File: config.mk
export PLATFORM = sky130hd
export DESIGN_NAME = mem_link_master_flat
export DESIGN_NICKNAME = d
export VERILOG_FILES = /design/src/rtl/mem_link_master_if.sv /design/src/rtl/mem_link_master.sv /design/src/flat_wrapper.sv
export SDC_FILE = /design/constraint.sdc
export NUM_CORES = 1
export LEC_CHECK = 0
export CORE_MARGIN = 4
export CORE_UTILIZATION = 58
export DETAILED_ROUTE_END_ITERATION = 10
export PLACE_DENSITY = 0.84
export SLEW_MARGIN = 10
export SYNTH_ARGS = -nofsm -noshare
export SYNTH_HDL_FRONTEND = slang
export SYNTH_SLANG_ARGS = --single-unit
File: constraint.sdc
create_clock -name clk -period 5.2 [get_ports clk]
set_clock_uncertainty 0.05 [all_clocks]
set_input_delay 1.3 -clock clk [delete_from_list [all_inputs] [get_ports clk]]
set_output_delay 1.3 -clock clk [all_outputs]
set_load 0.005 [all_outputs]
File: src/rtl/mem_link_master_if.sv
// Command, UART byte and read-return signals between mem_link_master and its environment.
// master = the initiator block, slave = command source / UART side.
interface mem_link_master_if;
    logic        cmd_valid;
    logic        cmd_ready;
    logic        cmd_write;
    logic [15:0] cmd_addr;
    logic [15:0] cmd_end_addr;
    logic [3:0]  cmd_wstrb;
    logic [31:0] cmd_wdata;
    logic [7:0]  tx_data;
    logic        tx_start;
    logic        tx_done;
    logic [7:0]  rx_data;
    logic        rx_valid;
    logic [31:0] rd_data;
    logic        rd_valid;
    logic        rd_last;
    logic        done;
    logic        err;

    modport master (
        input  cmd_valid, cmd_write, cmd_addr, cmd_end_addr, cmd_wstrb, cmd_wdata,
        input  tx_done, rx_data, rx_valid,
        output cmd_ready, tx_data, tx_start, rd_data, rd_valid, rd_last, done, err
    );

    modport slave (
        output cmd_valid, cmd_write, cmd_addr, cmd_end_addr, cmd_wstrb, cmd_wdata,
        output tx_done, rx_data, rx_valid,
        input  cmd_ready, tx_data, tx_start, rd_data, rd_valid, rd_last, done, err
    );
endinterface

File: src/rtl/mem_link_master.sv
// Byte-serial BRAM access initiator: frames write / block-read commands for a UART TX,
// one byte in flight at a time, and reassembles little-endian read words from UART RX.
module mem_link_master #(
    parameter int TIMEOUT_CYCLES = 100000
) (
    input logic               clk,
    input logic               rst_n,
    mem_link_master_if.master bus
);
    typedef enum logic [2:0] {IDLE, SEND, WAIT_TX, RECV, REJECT} state_t;

    localparam int TW = $clog2(TIMEOUT_CYCLES + 1);
    // tcnt is 0 in the cycle after a byte, so TIMEOUT-2 here puts err TIMEOUT cycles after it
    localparam logic [TW-1:0] TMO_LAST = TW'(TIMEOUT_CYCLES - 2);

    state_t state, state_nxt;

    logic        is_wr;
    logic [15:0] addr_q, end_q;
    logic [3:0]  wstrb_q;
    logic [31:0] wdata_q;
    logic [2:0]  idx, idx_inc;
    logic [1:0]  bcnt;
    logic [14:0] wcnt;
    logic [13:0] span;
    logic [23:0] shreg;
    logic [TW-1:0] tcnt;

    logic accept, rd_ok, last_byte, word_done, final_word, tmo;
    logic [7:0] byte_nxt, tx_data_n;
    logic cmd_ready_n, tx_start_n, done_n, err_n;

    logic        cmd_ready_q, tx_start_q, rd_valid_q, rd_last_q, done_q, err_q;
    logic [7:0]  tx_data_q;
    logic [31:0] rd_data_q;

    assign accept     = bus.cmd_valid && cmd_ready_q;
    assign rd_ok      = (bus.cmd_addr[1:0] == 2'b00) && (bus.cmd_end_addr[1:0] == 2'b00) &&
                        (bus.cmd_end_addr > bus.cmd_addr);
    assign span       = 14'((bus.cmd_end_addr - bus.cmd_addr) >> 2);
    assign idx_inc    = idx + 3'd1;
    assign last_byte  = is_wr ? (idx == 3'd7) : (idx == 3'd4);
    assign word_done  = (state == RECV) && bus.rx_valid && (bcnt == 2'd3);
    assign final_word = word_done && (wcnt == 15'd1);
    assign tmo        = (state == RECV) && !bus.rx_valid && (tcnt == TMO_LAST);

    // Frame byte that follows the one currently in flight
    always_comb begin
        byte_nxt = 8'h00;
        if (is_wr) begin
            case (idx_inc)
                3'd1: byte_nxt = addr_q[7:0];
                3'd2: byte_nxt = addr_q[15:8];
                3'd3: byte_nxt = {4'b0000, wstrb_q};
                3'd4: byte_nxt = wdata_q[7:0];
                3'd5: byte_nxt = wdata_q[15:8];
                3'd6: byte_nxt = wdata_q[23:16];
                3'd7: byte_nxt = wdata_q[31:24];
                default: byte_nxt = 8'h0F;
            endcase
        end else begin
            case (idx_inc)
                3'd1: byte_nxt = addr_q[7:0];
                3'd2: byte_nxt = addr_q[15:8];
                3'd3: byte_nxt = end_q[7:0];
                3'd4: byte_nxt = end_q[15:8];
                default: byte_nxt = 8'hFF;
            endcase
        end
    end

    always_ff @(posedge clk) begin
        if (!rst_n) state <= IDLE;
        else        state <= state_nxt;
    end

    always_comb begin
        state_nxt = state;
        case (state)
            IDLE:    if (accept) state_nxt = (bus.cmd_write || rd_ok) ? SEND : REJECT;
            SEND:    state_nxt = WAIT_TX;
            WAIT_TX: if (bus.tx_done)
                         state_nxt = !last_byte ? SEND : (is_wr ? IDLE : RECV);
            RECV:    if (final_word || tmo) state_nxt = IDLE;
            REJECT:  state_nxt = IDLE;
            default: state_nxt = IDLE;
        endcase
    end

    // All outputs are registered; these are their next-cycle values
    always_comb begin
        cmd_ready_n = (state_nxt == IDLE);
        tx_start_n  = (state_nxt == SEND);
        tx_data_n   = tx_data_q;
        if (state_nxt == SEND)
            tx_data_n = (state == IDLE) ? (bus.cmd_write ? 8'h0F : 8'hFF) : byte_nxt;
        done_n = ((state == WAIT_TX) && bus.tx_done && last_byte && is_wr) || final_word;
        err_n  = ((state == IDLE) && (state_nxt == REJECT)) || tmo;
    end

    always_ff @(posedge clk) begin
        if (!rst_n) begin
            cmd_ready_q <= 1'b0;
            tx_start_q  <= 1'b0;
            tx_data_q   <= 8'h00;
            rd_valid_q  <= 1'b0;
            rd_last_q   <= 1'b0;
            rd_data_q   <= 32'h0;
            done_q      <= 1'b0;
            err_q       <= 1'b0;
            is_wr       <= 1'b0;
            addr_q      <= 16'h0;
            end_q       <= 16'h0;
            wstrb_q     <= 4'h0;
            wdata_q     <= 32'h0;
            idx         <= 3'd0;
            bcnt        <= 2'd0;
            wcnt        <= 15'd0;
            shreg       <= 24'h0;
            tcnt        <= '0;
        end else begin
            cmd_ready_q <= cmd_ready_n;
            tx_start_q  <= tx_start_n;
            tx_data_q   <= tx_data_n;
            rd_valid_q  <= word_done;
            rd_last_q   <= final_word;
            done_q      <= done_n;
            err_q       <= err_n;

            if (accept) begin
                is_wr   <= bus.cmd_write;
                addr_q  <= bus.cmd_addr;
                end_q   <= bus.cmd_end_addr;
                wstrb_q <= bus.cmd_wstrb;
                wdata_q <= bus.cmd_wdata;
                idx     <= 3'd0;
                wcnt    <= {1'b0, span};
            end else if ((state == WAIT_TX) && bus.tx_done && !last_byte) begin
                idx <= idx_inc;
            end

            // Outside RECV the byte lane and idle counter sit cleared, so a partial word never survives
            if (state != RECV) begin
                bcnt <= 2'd0;
                tcnt <= '0;
            end else if (bus.rx_valid) begin
                shreg <= {bus.rx_data, shreg[23:8]};
                bcnt  <= bcnt + 2'd1;
                tcnt  <= '0;
                if (bcnt == 2'd3) begin
                    rd_data_q <= {bus.rx_data, shreg};
                    wcnt      <= wcnt - 15'd1;
                end
            end else begin
                tcnt <= tcnt + 1'b1;
            end
        end
    end

    assign bus.cmd_ready = cmd_ready_q;
    assign bus.tx_start  = tx_start_q;
    assign bus.tx_data   = tx_data_q;
    assign bus.rd_valid  = rd_valid_q;
    assign bus.rd_last   = rd_last_q;
    assign bus.rd_data   = rd_data_q;
    assign bus.done      = done_q;
    assign bus.err       = err_q;
endmodule
File: src/flat_wrapper.sv
// flat-port wrapper written by rule: the top's interface ports become plain ports
module mem_link_master_flat 
#(
    parameter int TIMEOUT_CYCLES = 100000
)
  (clk, rst_n, bus_cmd_valid, bus_cmd_write, bus_cmd_addr, bus_cmd_end_addr, bus_cmd_wstrb, bus_cmd_wdata, bus_tx_done, bus_rx_data, bus_rx_valid, bus_cmd_ready, bus_tx_data, bus_tx_start, bus_rd_data, bus_rd_valid, bus_rd_last, bus_done, bus_err);
  mem_link_master_if bus_i ();
  input logic clk;
  input logic rst_n;
  input wire logic [$bits(bus_i.cmd_valid)-1:0] bus_cmd_valid;
  input wire logic [$bits(bus_i.cmd_write)-1:0] bus_cmd_write;
  input wire logic [$bits(bus_i.cmd_addr)-1:0] bus_cmd_addr;
  input wire logic [$bits(bus_i.cmd_end_addr)-1:0] bus_cmd_end_addr;
  input wire logic [$bits(bus_i.cmd_wstrb)-1:0] bus_cmd_wstrb;
  input wire logic [$bits(bus_i.cmd_wdata)-1:0] bus_cmd_wdata;
  input wire logic [$bits(bus_i.tx_done)-1:0] bus_tx_done;
  input wire logic [$bits(bus_i.rx_data)-1:0] bus_rx_data;
  input wire logic [$bits(bus_i.rx_valid)-1:0] bus_rx_valid;
  output wire logic [$bits(bus_i.cmd_ready)-1:0] bus_cmd_ready;
  output wire logic [$bits(bus_i.tx_data)-1:0] bus_tx_data;
  output wire logic [$bits(bus_i.tx_start)-1:0] bus_tx_start;
  output wire logic [$bits(bus_i.rd_data)-1:0] bus_rd_data;
  output wire logic [$bits(bus_i.rd_valid)-1:0] bus_rd_valid;
  output wire logic [$bits(bus_i.rd_last)-1:0] bus_rd_last;
  output wire logic [$bits(bus_i.done)-1:0] bus_done;
  output wire logic [$bits(bus_i.err)-1:0] bus_err;
  assign bus_i.cmd_valid = bus_cmd_valid;
  assign bus_i.cmd_write = bus_cmd_write;
  assign bus_i.cmd_addr = bus_cmd_addr;
  assign bus_i.cmd_end_addr = bus_cmd_end_addr;
  assign bus_i.cmd_wstrb = bus_cmd_wstrb;
  assign bus_i.cmd_wdata = bus_cmd_wdata;
  assign bus_i.tx_done = bus_tx_done;
  assign bus_i.rx_data = bus_rx_data;
  assign bus_i.rx_valid = bus_rx_valid;
  assign bus_cmd_ready = bus_i.cmd_ready;
  assign bus_tx_data = bus_i.tx_data;
  assign bus_tx_start = bus_i.tx_start;
  assign bus_rd_data = bus_i.rd_data;
  assign bus_rd_valid = bus_i.rd_valid;
  assign bus_rd_last = bus_i.rd_last;
  assign bus_done = bus_i.done;
  assign bus_err = bus_i.err;
  mem_link_master #(.TIMEOUT_CYCLES(TIMEOUT_CYCLES)) u_core (.clk(clk), .rst_n(rst_n), .bus(bus_i));
endmodule
# --- After elaboration in Yosys (flattened, before gate mapping) ---
# Index checks and enable logic that the tools add are counted.
totals:
  in_bits: 82
  word_cells: 90
  reg_bits: 179
classes:
  reduce_logical: 28
  n_mux: 17
  n_bitwise: 2
  n_addsub: 5
  order_cmp: 1
  n_eq_ne: 18
ops:
  columns: ["operator", "n"]
  rows:
  - ["$mux W15", 4]
  - ["$pmux W8 S7", 1]
  - ["$pmux W8 S4", 1]
  - ["$mux W8", 3]
  - ["$eq A3 B3 Y1 const B", 7]
  - ["$add A17 B1 Y17 const B", 1]
  - ["$eq A17 B17 Y1 const B", 1]
  - ["$gt A16 B16 Y1", 1]
  - ["$sub A16 B16 Y16", 1]
  - ["$eq A15 B1 Y1 const B", 1]
  - ["$mux W3", 5]
  - ["$sub A15 B1 Y15 const B", 1]
  - ["$logic_and A1 B1 Y1", 13]
  - ["$eq A3 B2 Y1 const B", 4]
  - ["$pmux W3 S4", 1]
  - ["$eq A3 B1 Y1 const B", 3]
  - ["$logic_not A3 Y1", 2]
  - ["$logic_not A2 Y1", 2]
  - ["$logic_or A1 B1 Y1", 4]
  - ["$reduce_or A2 Y1", 2]
  - ["$add A3 B1 Y3 const B", 1]
  - ["$ne A3 B2 Y1 const B", 1]
  - ["$reduce_and A3 Y1", 1]
  - ["$reduce_or A3 Y1", 1]
  - ["7 further kinds", 9]

# --- Logic depth before layout (Yosys ltp) ---
# Gate-level depths: netlist of the first run.
logic_depth:
  ltp_word: 10
  ltp_mapped: 10

# --- Worst setup path after synthesis of the first run ---
# OpenSTA, ideal clock, no wires.
synth_timing:
  path_type: "input -> register"
  startpoint: "in bus_cmd_addr[6]"
  endpoint: "reg u_core.tx_data_q[0] (netlist: u_core.bus.tx_data[0])"
  n_path_buf: 0
  arrival_time_ns: 3.143
  setup_ns: 0.127
  setup_slack_ns: 1.880
  path_stages: 9
  path_cell_list: "inv_1 -> ha_1 -> and3_1 -> a221o_1 -> nor2_1 -> o21ai_0 -> a311oi_4 -> nor2_4 -> mux2i_1"
synth_between:
  elab_chain_len: 7
synth_rtl:
  columns: ["item", "line", "text"]
  rows:
  - ["start: declaration", "flat_wrapper.sv:12", "input wire logic [$bits(bus_i.cmd_addr)-1:0] bus_cmd_addr;"]
  - ["$gt A16 B16 Y1", "mem_link_master.sv:39", "(bus.cmd_end_addr > bus.cmd_addr);"]
  - ["$logic_and A1 B1 Y1", "mem_link_master.sv:38", "assign rd_ok = (bus.cmd_addr[1:0] == 2'b00) && (bus.cmd_end_addr[1:0] == 2'b00) &&"]
  - ["$logic_or A1 B1 Y1", "mem_link_master.sv:80", "IDLE: if (accept) state_nxt = (bus.cmd_write || rd_ok) ? SEND : REJECT;"]
  - ["$mux W3 (2 in series)", "mem_link_master.sv:80", null]
  - ["$pmux W3 S4", "mem_link_master.sv:79", "case (state)"]
  - ["$eq A3 B1 Y1", "mem_link_master.sv:95", "if (state_nxt == SEND)"]
  - ["end signal: assignment", "mem_link_master.sv:124", "tx_data_q <= tx_data_n;"]
  - ["end: declaration", "mem_link_master.sv:34", "logic [7:0] tx_data_q;"]
# Every way passes these cells.
# A chain may end at the register's enable or synchronous reset.

# --- Worst setup path in the final report of the first run ---
layout_timing:
  startpoint: "in bus_cmd_addr[1]"
  endpoint: "reg u_core.tx_data_q[1] (netlist: u_core.bus.tx_data[1])"
layout_between:
  elab_chain_len: 8
  word_cells_on_any_way: 9
layout_rtl:
  columns: ["item", "line"]
  rows:
  - ["parallel branches: the longest is 2 deep, another holds $gt A16 B16 Y1", null]
  - ["$logic_and A1 B1 Y1 *", "mem_link_master.sv:38"]
  - ["$logic_or A1 B1 Y1 *", "mem_link_master.sv:80"]
  - ["$mux W3 * (2 in series)", "mem_link_master.sv:80"]
  - ["$pmux W3 S4 *", "mem_link_master.sv:79"]
  - ["$eq A3 B1 Y1 *", "mem_link_master.sv:95"]
# Mark *: on every way between the ends.

==> metrics.txt, run 1 <==
antenna cell count=0; Seq cells post-synth=approximately 180; htree depth=4; commonest non-fill, non-tap cell in the layout=nand2_1; num rows=43; Setup CP Type=input pin to register; Setup TNS=0 ns; Post-CTS Setup Bufs=0; Placed Area=between 0.009 and 0.01 mm2; nature of the critical path endpoint=register; Cell variety after synth=63; Avg WL per Cell=16.12 um; Max-slew headroom=roughly 25%; Slew Limit Fails=0; I/O pins=128; max-cap violations=0; Flop pwr share=47.7%; met2 usage=43.43%; first-pass GRT wire length=33970 um; Seq/Total Area, Yosys=a little over two fifths; Clock Power Share=40.4%; CTS Hold Buffers Added=0; Post-Synthesis Cells=between 1000 and 1500; via count=7728; CTS Buf Count=17; Final Instance Count excl. Fillers=1333; share of cells above drive strength 1=4.683%; nets@finish=1248; syn_area_per_cell=7.749 um2; most frequent cells in the layout=301 x nand2_1, 179 x dfxtp_1, 150 x a21oi_1; CP peak stage delay=roughly 0.56 ns; critical-path cell list=clkdlybuf4s50_1, inv_1, ha_1, nand2b_1, a211oi_1, nor2_1, o21ai_0, a311oi_4, nor2_4, mux2i_1; top_reg_cell synth=dfxtp_1; Final Hold Viols=0; CORE AREA=approximately 0.014 mm2; Die Y=126.7 um; DRT Wirelength=21480 um; Post-CTS Resized=0; CP max-delay cell=clkdlybuf4s50_1; outcome=finished, final reports clean; TritonRoute pass-1 iters=5; worst-margin pin slew=1.115 ns; post-route cell area=0.01004 mm2; initial antenna violation count=0; worst-skew pair later-pin latency=approximately 0.44 ns; crit path DAT=about 4 ns; period utilisation layout=just over 70%; DRC errors left=0; Worst VDD drop=approximately 0.26 mV; global-route usage over all layers=25.92%; GPL Wtd Cong=0.9340; Synth top area share=43.83%; HPWL after detailed placement=14750 um; Remaining Overflow, GRT=0; met1 GRT Util=31.85%; R2R setup slack=1.99 ns; TritonCTS clock tree=done; CP Launch Type=input pin; Leakage Power=between 3 and 4 nW; grt met3 use=6.568%; RSZ-0062 raised after global routing=no; EDFF count, synth=0; Final setup viols=0; die footprint=0.01606 mm2; number of global-route vias before repair=7080; Reg clk slew, reported paths=0.07 ns; Synth Warn #=0; worst min path class=register to register; clock sink total=179; Final Power=3.040 mW; P&R area growth vs syn=22.86%; initial drt markers=715; Switching Power=roughly 830 uW; maximum clock frequency=around 0.27 GHz; Root Driver=clkbuf_16; P_int=2.211 mW; Fillers=between 1000 and 1500; post-synth top area cell=dfxtp_1; Synth area leaders=dfxtp_1 44%, nand2_1 14%, a21oi_1 9.2%; Mapped Area=just over 0.008 mm2; syn nets=1163; Clock Tree Buf Depth=2; Post-synth ARST share=0%; Initial Utilization=59.13%; Routed Antenna Nets=0; largest net degree at the start of global routing=68; Worst Path Required=5.50 ns; cell total after placement=approximately 1300; P per Cell Area=302.6 mW/mm2; switch share=27.26%; CP max FO=8; vias per cell=5.797; logic gate share of total power=11.9%; global route hottest layer=met2; die width=between 100 and 150 um; port bufs=127; Tmin final=3.738 ns
-- through the flow --
step	utilization (%)	hold WS [ns]	setup slack (ns)
2_1_floorplan	-	0.3821	1.880
6_report	72.65	0.4017	1.462
5_1_grt	72.65	0.4243	1.230
3_5_place_dp	68.59	0.3949	1.073
3_3_place_gp	68.59	0.3897	1.090
4_1_cts	72.65	0.4044	1.524
-- power by group through the flow --
stage               Sequential (mW)  Clock (mW)  Combinational, mW
floorplan                      1.47           0              0.222
global placement               1.48           0              0.350
detailed placement             1.48           0              0.356
CTS                            1.45        1.25              0.359
global route                   1.45        1.30              0.397
finish                         1.45        1.23              0.362
-- final timing paths --
path | from | endpoint | cells after the start
worst max-delay path | bus_cmd_addr[1] | u_core.bus.tx_data[1] | 10
worst min-delay path | u_core.shreg[0] | u_core.bus.rd_data[0] | 2
worst max register to register | u_core.idx[0] | u_core.bus.tx_data[1] | 8
worst min register to register | u_core.shreg[0] | u_core.bus.rd_data[0] | 2
-- cell families (layout without fill, tap and decap cells) --
group | count (synthesis) | after routing | synth area share (%)
flops | 179 | 179 | 43.83
xor+xnor | 23 | 23 | 2.464
simple gates | 447 | 447 | 23.43
compound gates | 266 | 266 | 19.91
mux | 15 | 15 | 1.836
fa+ha+maj | 26 | 26 | 3.979
buf+inv | 99 | 197 | 4.545
-- final cells by class --
type | count | area [um2] | area share (%)
timing repair buffer | 135 | 1331 | 13.25
clock inverter | 15 | 135.1 | 1.345
inverter | 30 | 115.1 | 1.146
tap | 180 | 225.2 | 2.242
clock buffer | 17 | 425.4 | 4.235
multi-input combinational | 777 | 4229 | 42.10
sequential | 179 | 3583 | 35.68
-- layer usage --
layer / routed length, um / part of all wire, %
met1: 9021 / 42
met2: 10300 / 48
met3: 1436 / 6.7
met4: 722 / 3.4
met5: 0 / 0
-- critical path, delay by kind of cell --
kind | cells | cell delay, ns
buf+inv | 2 | 0.62
compound gates | 3 | 1.04
simple gates | 3 | 0.54
mux | 1 | 0.23
fa+ha+maj | 1 | 0.29
-- flip-flops by register name, summed over array words and instances (netlist names), 3 cells and up --
name,flops
u_core.addr_q,16
u_core.bus.rd_data,32
u_core.bus.tx_data,8
u_core.end_q,16
u_core.idx,3
u_core.shreg,24
u_core.state,3
u_core.tcnt,17
u_core.wcnt,15
u_core.wdata_q,32
u_core.wstrb_q,4
-- cells in the mapped netlist (all sizes together), types with 2 or more instances --
cell	count
nand2	302
dfxtp	179
o311ai	2
a311o	4
xor2	14
nor3b	5
o2111ai	4
a22oi	9
ha	26
and2	4
a21boi	2
nand3	15
mux2i	15
xnor2	9
nor4b	2
o22ai	4
a221oi	5
o21a	4
a211oi	12
a21o	3
or4	2
a311oi	2
o21ai	32
and3	9
buf	9
a21oi	150
nor4	7
o31ai	4
a211o	2
or3	6
a31oi	3
a22o	4
inv	30
o221ai	5
nor3	23
nand4	5
o41ai	2
o2111a	2
nand2b	5
clkbuf	60
a222oi	4
nor2	55
Power figures use the tool's default switching activity.
==> run 2, diff against run 1 <==
--- a/config.mk
+++ b/config.mk
@@ -6,9 +6,9 @@
 export NUM_CORES = 1
 export LEC_CHECK = 0
 export CORE_MARGIN = 4
-export CORE_UTILIZATION = 58
+export CORE_UTILIZATION = 54
 export DETAILED_ROUTE_END_ITERATION = 10
-export PLACE_DENSITY = 0.84
+export PLACE_DENSITY = 0.79
 export SLEW_MARGIN = 10
 export SYNTH_ARGS = -nofsm -noshare
 export SYNTH_HDL_FRONTEND = slang
==> constraint.sdc (replaced) <==
create_clock -name clk -period 3.9 [get_ports clk]
set_clock_uncertainty 0.05 [all_clocks]
set_input_delay 0.975 -clock clk [delete_from_list [all_inputs] [get_ports clk]]
set_output_delay 0.975 -clock clk [all_outputs]
set_load 0.005 [all_outputs]
==> run 2 against run 1 <==
Routed wire length up 3.2%. Count of clock-buffer cells in the layout unchanged. Sequential share of layout area shrank 0.44 points. Clock power up 43%. First-iteration DRC count increased by 7.3%. Via count down 0.70%. Worst setup slack got worse by 1.0 ns. Flip-flop and latch count did not move.
==> metrics.txt, run 2 (synthesis results as in run 1) <==
die width=between 100 and 150 um; via count=7674; max-cap violations=0; TritonCTS clock tree=done; die footprint=0.01717 mm2; commonest non-fill, non-tap cell in the layout=nand2_1; period utilisation layout=between 80% and 90%; Slew Limit Fails=0; worst-margin pin slew=between 0.8 and 0.9 ns; final worst setup slack=~0.42 ns; Reg clk slew, reported paths=0.07 ns; num rows=44; DRT Wirelength=22170 um; P&R area growth vs syn=24.41%; Flop pwr share=a little under half; port bufs=127; Switching Power=between 1 and 1.5 mW; Root Driver=clkbuf_16; Fillers=1223; CP max FO=8; clock sink total=approximately 180; Setup WS pre-CTS=0.04461 ns; most frequent cells in the layout=301 x nand2_1, 179 x dfxtp_1, 150 x a21oi_1; Leakage Power=3.613 nW; Initial Utilization=a little under three fifths; CTS Buf Count=17; first-pass GRT wire length=34730 um; number of global-route vias before repair=7002; Die Y=~130 um; crit path DAT=3.74 ns; Worst Path Required=4.16 ns; Remaining Overflow, GRT=0; TritonRoute pass-1 iters=5; initial antenna violation count=0; HPWL after detailed placement=15290 um; R2R setup slack=1.17 ns; CP Launch Type=input pin; R2R depth=9; logic gate share of total power=a little under an eighth; nets@finish=between 1000 and 1500; share of cells above drive strength 1=approximately 5.4%; nature of the critical path endpoint=register; CTS Hold Buffers Added=0; htree depth=4; initial drt markers=767; Max-slew headroom=45.98%; P per Cell Area=411.0 mW/mm2; Final Instance Count excl. Fillers=1346; P_int=between 3 and 4 mW; Clock Tree Buf Depth=2; worst min path class=register to register; vias per cell=5.701; Clock Power Share=42.0%; outcome=finished, final reports clean; DRC errors left=0; cell total after placement=1314; Routed Antenna Nets=0; Post-CTS Setup Bufs=0; GPL Wtd Cong=1.003; Tmin final=roughly 3.5 ns; R2R Path Start=u_core.idx[0]; maximum clock frequency=between 0.2 and 0.3 GHz; Setup CP Type=input pin to register; Crit. Startpoint=bus_cmd_addr[6]; Final Core Density=69.19%; CORE AREA=0.01470 mm2; Setup crit end=u_core.bus.tx_data[1]; Setup TNS=0 ns; antenna cell count=0; r2r endpoint=u_core.bus.tx_data[0]; global-route usage over all layers=25.42%; Avg WL per Cell=roughly 16 um; I/O pins=128; RSZ-0062 raised after global routing=no; Worst VDD drop=0.3012 mV; worst-skew pair later-pin latency=between 0.4 and 0.5 ns; largest net degree at the start of global routing=71; Post-CTS Resized=0; Final Hold Viols=0; switch share=26.33%; Final setup viols=0
==> run 2: cell count changes in the layout (fill, tap and decap cells not counted), sizes merged <==
cell	previous run	this run
bufinv	0	2
buf	8	17
clkinv	4	3
clkinvlp	0	2
inv	41	38
==> run 2: layout make-up <==
type	instances	area [um2]	share of cell area, %
clock inverter	15	188.9	1.858
sequential	179	3583	35.23
inverter	30	115.1	1.132
timing repair buffer	144	1399	13.75
multi-input combinational	777	4229	41.58
tap	184	230.2	2.264
clock buffer	17	425.4	4.183
==> run 2: routing by layer <==
layer / global-route usage [%] / part of all wire (%) / vias up
met4: 8.288 / 1.9 / 0
met1: 33.38 / 44 / 3582
li1: - / - / 3814
met2: 41.94 / 48 / 248
met5: 0 / 0 / -
met3: 5.244 / 6.5 / 30
==> run 2: worst min path at each step <==
stage | startpoint | endpoint | slack (ns) | cells after the start
floorplan | u_core.shreg[0] | u_core.bus.rd_data[0] | 0.38 | 2
global placement | u_core.bus.rd_data[30] | u_core.bus.rd_data[30] | 0.39 | 2
detailed placement | u_core.shreg[0] | u_core.shreg[0] | 0.40 | 2
CTS | u_core.shreg[0] | u_core.shreg[0] | 0.41 | 2
global route | u_core.shreg[2] | u_core.shreg[2] | 0.42 | 2
finish | u_core.bus.rd_data[21] | u_core.bus.rd_data[21] | 0.40 | 2
==> run 2: power groups by stage <==
stage / logic [mW] / clock network (mW) / registers [mW]
floorplan: 0.296 / 0 / 1.96
global placement: 0.476 / 0 / 1.97
detailed placement: 0.482 / 0 / 1.97
CTS: 0.487 / 1.78 / 1.93
global route: 0.537 / 1.86 / 1.94
finish: 0.492 / 1.76 / 1.93
==> run 2: stage by stage <==
stage                     hold slack, ns  area, um2  power, mW
after global placement            0.3909       9557      2.445
after global routing              0.4207      10170      4.335
after CTS                         0.4058      10170      4.195
final                             0.4043      10170      4.180
after detailed placement          0.3968       9557      2.453
after floorplan                   0.3821       8175      2.253
==> run 2: critical path, cell delays in order <==
cell	delay (ns)
clkdlybuf4s50_1	0.56
inv_1	0.07
ha_1	0.33
and3_1	0.21
a221o_1	0.38
nor2_1	0.20
o21ai_0	0.28
a311oi_4	0.45
nor2_4	0.13
mux2i_1	0.14
==> run 3, diff against run 2 <==
--- a/config.mk
+++ b/config.mk
@@ -5,9 +5,11 @@
 export SDC_FILE = /design/constraint.sdc
 export NUM_CORES = 1
 export LEC_CHECK = 0
-export CORE_MARGIN = 4
+export CORE_MARGIN = 5
 export CORE_UTILIZATION = 54
 export DETAILED_ROUTE_END_ITERATION = 10
+export GPL_TIMING_DRIVEN = 0
+export MAX_ROUTING_LAYER = met4
 export PLACE_DENSITY = 0.79
 export SLEW_MARGIN = 10
 export SYNTH_ARGS = -nofsm -noshare
==> run 3 against run 2 <==
Worst setup slack worse by 0.12 ns. Flip-flop and latch count did not move. Core utilization is 1.1 points lower. Die area up 3.1%. Sequential share of layout area down 0.22 points. Combinational power rose by 2%. Largest cell class unchanged. Largest power group unchanged.
==> metrics.txt, run 3 (synthesis results as in run 1) <==
worst-margin pin slew=0.9492 ns; DRT Wirelength=23300 um; num rows=45; DRC errors left=0; crit path DAT=3.88 ns; Leakage Power=3.586 nW; Slew Limit Fails=0; Remaining Overflow, GRT=0; Fillers=around 1300; CP max FO=4; Setup TNS=0 ns; P per Cell Area=~400 mW/mm2; Initial Utilization=54.38%; hold_sp=u_core.shreg[6]; number of global-route vias before repair=between 7000 and 8000; r2r endpoint=u_core.bus.tx_data[3]; Routed Antenna Nets=0; Post-CTS Resized=0; RSZ-0062 raised after global routing=no; TritonCTS clock tree=done; CORE AREA=0.01503 mm2; period utilisation layout=~92%; initial antenna violation count=0; global-route usage over all layers=26.59%; die width=around 130 um; CTS Buf Count=17; R2R setup slack=0.92 ns; WHS Path Cells=2; Post-CTS Setup Bufs=0; I/O pins=128; outcome=finished, final reports clean; Max-slew headroom=36.27%; Placed Area=around 0.0097 mm2; hold endpoint=u_core.bus.rd_data[6]; CTS Hold Buffers Added=0; P&R area growth vs syn=25.19%; port bufs=125; max-cap violations=0; Setup CP Type=input pin to register; R2R depth=9; initial drt markers=786; via count=7956; clock sink total=179; TritonRoute pass-1 iters=7; die footprint=0.01770 mm2; commonest non-fill, non-tap cell in the layout=nand2_1; Die Y=133.0 um; htree depth=4; Reg clk slew, reported paths=0.07 ns; nature of the critical path endpoint=register; Worst Path Required=4.18 ns; maximum clock frequency=0.2778 GHz; first-pass GRT wire length=36800 um; Final Core Density=68.08%; Final Power=~4.1 mW; R2R Path Start=u_core.idx[0]; post-route cell area=0.01023 mm2; antenna cell count=0; Root Driver=clkbuf_16; HPWL after detailed placement=17210 um; share of cells above drive strength 1=3.465%; most frequent cells in the layout=302 x nand2_1, 179 x dfxtp_1, 150 x a21oi_1; Worst VDD drop=0.3635 mV; Clock Tree Buf Depth=2; Final Hold Viols=0; Final setup viols=0; area occupied by multi-input gates=0.004220 mm2; GPL Wtd Cong=0.9486; nets@finish=1307; largest net degree at the start of global routing=19; worst-skew pair later-pin latency=0.44 ns; Avg WL per Cell=16.64 um; worst min path class=register to register; vias per cell=5.683; Tmin final=3.600 ns; CP Launch Type=input pin; Register Area=0.003583 mm2; final hold slack=0.4053 ns
run 3: cell types whose count changed in the layout (fill, tap and decap cells not counted), moves of 2 or more:
cell	previous run	this run
bufinv_16	2	0
clkinv_4	1	4
clkbuf_1	0	60
inv_8	1	6
clkdlybuf4s50_1	127	125
buf_1	0	9
buf_4	17	0
inv_6	7	1
run 3: critical path: stages:
cell and delay (ns):
clkdlybuf4s50_1 0.57, inv_1 0.07, ha_1 0.34, nor2_1 0.07, a211oi_1 0.44, nor2_1 0.15, o311ai_0 0.68, o21ai_1 0.18
mux2i_1 0.16, o2111a_1 0.23
run 3: worst max-delay path by stage:
stage | start | to | slack [ns] | cells past startpoint
2_1_floorplan | bus_cmd_addr[6] | u_core.bus.tx_data[0] | 0.90 | 9
3_3_place_gp | bus_cmd_addr[5] | u_core.wcnt[12] | -0.06 | 10
3_5_place_dp | bus_cmd_addr[6] | u_core.wcnt[12] | -0.07 | 10
4_1_cts | bus_cmd_addr[2] | u_core.wcnt[12] | 0.36 | 10
5_1_grt | bus_cmd_addr[3] | u_core.wcnt[12] | 0.07 | 10
6_report | bus_cmd_addr[2] | u_core.wcnt[12] | 0.30 | 10
run 3: layout make-up:
class,instances,area share [%]
multi-input cells,777,41.23
well taps,188,2.298
flip-flops and latches,179,35.01
plain buffers,69,2.531
clock buffers,17,4.156
clock inverters,15,1.443
inverters,30,1.100
repair buffers,125,12.22
run 3: report_power, final:
group	switching (mW)	leakage [nW]	total, mW	internal, mW
Sequential	0.0425	1.45	1.93	1.89
Clock	0.809	0.278	1.66	0.850
Combinational	0.284	1.86	0.504	0.219
Total	1.14	3.59	4.09	2.96
run 3: metrics by stage:
step           setup slack [ns]  instances
2_1_floorplan            0.9049       1055
3_5_place_dp           -0.07063       1368
3_3_place_gp           -0.05865       1368
6_report                 0.3001       1400
5_1_grt                 0.06837       1400
4_1_cts                  0.3596       1400
run 3: per-layer routing:
metal / wire length, um / track usage [%] / vias to the layer above
li1: - / - / 3925
met1: 10180 / 33.70 / 3679
met2: 11000 / 42.07 / 289
met3: 1428 / 5.856 / 63
met4: 692 / 9.122 / 0
met5: 0 / - / -
==> RTL edit (settings of run 1) <==
`TIMEOUT_CYCLES` is set to 100000 in 2 places; all go to 25000.
--- a/src/rtl/mem_link_master.sv
+++ b/src/rtl/mem_link_master.sv
@@ -3,3 +3,3 @@
 module mem_link_master #(
-    parameter int TIMEOUT_CYCLES = 100000
+    parameter int TIMEOUT_CYCLES = 25000
 ) (
--- a/src/flat_wrapper.sv
+++ b/src/flat_wrapper.sv
@@ -3,3 +3,3 @@
 #(
-    parameter int TIMEOUT_CYCLES = 100000
+    parameter int TIMEOUT_CYCLES = 25000
 )
Behaviour: same outputs for any inputs over 10 cycles, from zero or initial values and one cycle with rst_n low; that may be too few to reach the edited logic, so the function may still have changed.
==> RTL edit against run 1 <==
Via count is essentially flat; setup slack lost 96 ps; sequential cell count down 2; total power rose by 0.88%; synthesized cell count rose by 1.1%; count of clock-buffer cells in the layout unchanged; routed wire length up 2.5%; synthesized area fell by 0.54%; final area is 0.44% lower.
==> RTL edit: results (changes against run 1) <==
| Metric | Value |
|---|---|
| Drt first pass iters | `5 (unchanged)` |
| Fin nets | `1,258 (was 1,248)` |
| Hold path depth | `2 (unchanged)` |
| Share of cells above drive strength 1 | `4.73% (was 4.68%)` |
| Peak VDD IR | `0.318 mV (was 0.259 mV)` |
| Delay-heaviest family, CP | `simple AND/OR/NAND/NOR gates (was compound AO/OA/AOI/OAI gates)` |
| DP HPWL | `15,300 µm (was 14,700 µm)` |
| Reg2reg end | `u_core.bus.tx_data[1]$_SDFFE_PN0P_ (unchanged)` |
| N_diodes | `0 (unchanged)` |
| Root Buffer | `clkbuf_16 (unchanged)` |
| HP Class | `register to register (unchanged)` |
| Post-CTS Setup Bufs | `0 (unchanged)` |
| Count of input and output buffers | `127 (unchanged)` |
| Via count | `7,724 (was 7,728)` |
| Largest cells by area after synthesis | `dfxtp_1, nand2_1, a21oi_1 (unchanged)` |
| Post-cts sizing count | `0 (unchanged)` |
| Worst slew pin tran | `1040 ps (was 1120 ps)` |
| Clock Tree Buf Depth | `2 (unchanged)` |
| Worst-path clk slew | `70 ps (about the same)` |
| Initial antenna violation count | `2 (was 0)` |
| Largest net degree at the start of global routing | `97 (was 68)` |
| HP Start | `u_core.wdata_q[26]$_SDFFE_PN0P_ (was u_core.shreg[0]$_SDFFE_PN0P_)` |
| CTS Buf Count | `17 (unchanged)` |
| Ys async rst share | `0% (unchanged)` |
| Vias in the first global route | `7,083 (was 7,080)` |
| Worst Hold Path EP | `u_core.wdata_q[26]$_SDFFE_PN0P_ (was u_core.bus.rd_data[0]$_SDFFE_PN0P_)` |
| Worst path max stage delay | `520 ps (was 560 ps)` |
| CP Data Arrival Time | `4130 ps (was 4040 ps)` |
| R2R Path Start | `u_core.idx[1]$_SDFFE_PP0P_ (was u_core.idx[0]$_SDFFE_PP0P_)` |
| First-pass GRT wire length | `35,300 µm (was 34,000 µm)` |
| Slowest-stage cell, CP | `or4_1 (was clkdlybuf4s50_1)` |
| Sequential share of the synthesized area | `43.6% (was 43.8%)` |
| Leading cell types by count after synthesis | `nand2_1, dfxtp_1, a21oi_1 (unchanged)` |
| 1st-iter DRT viols | `788 (was 715)` |
| Worst Setup SP | `bus_cmd_addr[6] (was bus_cmd_addr[1])` |
| Static leakage | `3.60 nW (was 3.56 nW)` |
| Setup slack, reg-to-reg | `1870 ps (was 1990 ps)` |
| Status | `finished clean (unchanged)` |
| Yosys cell types | `63 (unchanged)` |
| Syn. warnings | `0 (unchanged)` |
| Clk Latency, worst-skew pair | `approximately 430 ps` |
| GP Congestion | `0.930 (was 0.934)` |
| Post-DR wirelength/cell | `16.4 µm (was 16.1 µm)` |
| Syn_nets | `1,175 (was 1,163)` |
| Global Route Usage Sum | `27.1% (was 25.9%)` |
| H-tree Lvls | `4 (unchanged)` |
| R2R cell count | `8 (unchanged)` |
| Critical Path Fanout Max | `8 (unchanged)` |
## RTL edit: changes by cell type after synthesis, sizes merged, moves of 7 or more
cell and change:
a21oi +12, a22oi +7, nand2 +15, nor3 -12
## RTL edit: layout make-up
cell class	count	area, µm²
fillers	1078	3830
multi-input cells	790	4200
flip-flops and latches	177	3540
repair buffers	133	1330
inverters	31	119
well taps	180	225
clock inverters	15	161
clock buffers	17	425
## RTL edit: worst max-delay path by stage
stage	to	slack [ps]
after detailed placement	u_core.bus.tx_data[3]$_SDFFE_PN0P_	1030
after global placement	u_core.bus.tx_data[3]$_SDFFE_PN0P_	1130
after floorplan	u_core.bus.tx_data[0]$_SDFFE_PN0P_	1940
after global routing	u_core.bus.tx_data[6]$_SDFFE_PN0P_	1270
after CTS	u_core.bus.tx_data[6]$_SDFFE_PN0P_	1400
final	u_core.bus.tx_data[6]$_SDFFE_PN0P_	1370
## RTL edit: cell families after synthesis
family | synth area share (%)
adder cells (fa/ha/maj) | 4.00
buffers and inverters | 4.89
multiplexers | 1.35
flip-flops | 43.6
AND/OR/NAND/NOR | 23.6
AO/OA/AOI/OAI | 19.8
XOR/XNOR | 2.69
## RTL edit: report_power, final
part / switching, W / internal, W
clock: 0.000602 / 0.000644
combinational: 0.000218 / 0.000170
sequential: 0.0000331 / 0.00140
## RTL edit: routing by layer
| metal | up-vias | track usage [%] | share of wire (%) |
|---|---|---|---|
| met3 | 40 | 6.32 | 7.6 |
| met1 | 3602 | 35.1 | 42 |
| met4 | 4 | 8.71 | 2.2 |
| li1 | 3802 | - | - |
| met5 | - | 0 | 0.10 |
| met2 | 276 | 45.0 | 48 |
## RTL edit: through the flow
| step | power, W | cell area, µm² | instances | setup slack [ps] | hold WS [ps] |
|---|---|---|---|---|---|
| 2_1_floorplan | 0.00169 | 8130 | 1067 | 1940 | 382 |
| 3_3_place_gp | 0.00184 | 9410 | 1311 | 1130 | 391 |
| 3_5_place_dp | 0.00184 | 9410 | 1311 | 1030 | 397 |
| 4_1_cts | 0.00308 | 10000 | 1343 | 1400 | 407 |
| 5_1_grt | 0.00318 | 10000 | 1343 | 1270 | 425 |
| 6_report | 0.00307 | 10000 | 1343 | 1370 | 406 |
## RTL edit: worst reg2reg max path, stage by stage, from the launching register on
cell and delay, ps:
dfxtp_1 480, ha_1 680, xor2_1 790, a2111o_1 270, nand2_1 190, a211oi_1 330, a21oi_1 70, o21ai_0 240
mux2i_1 100
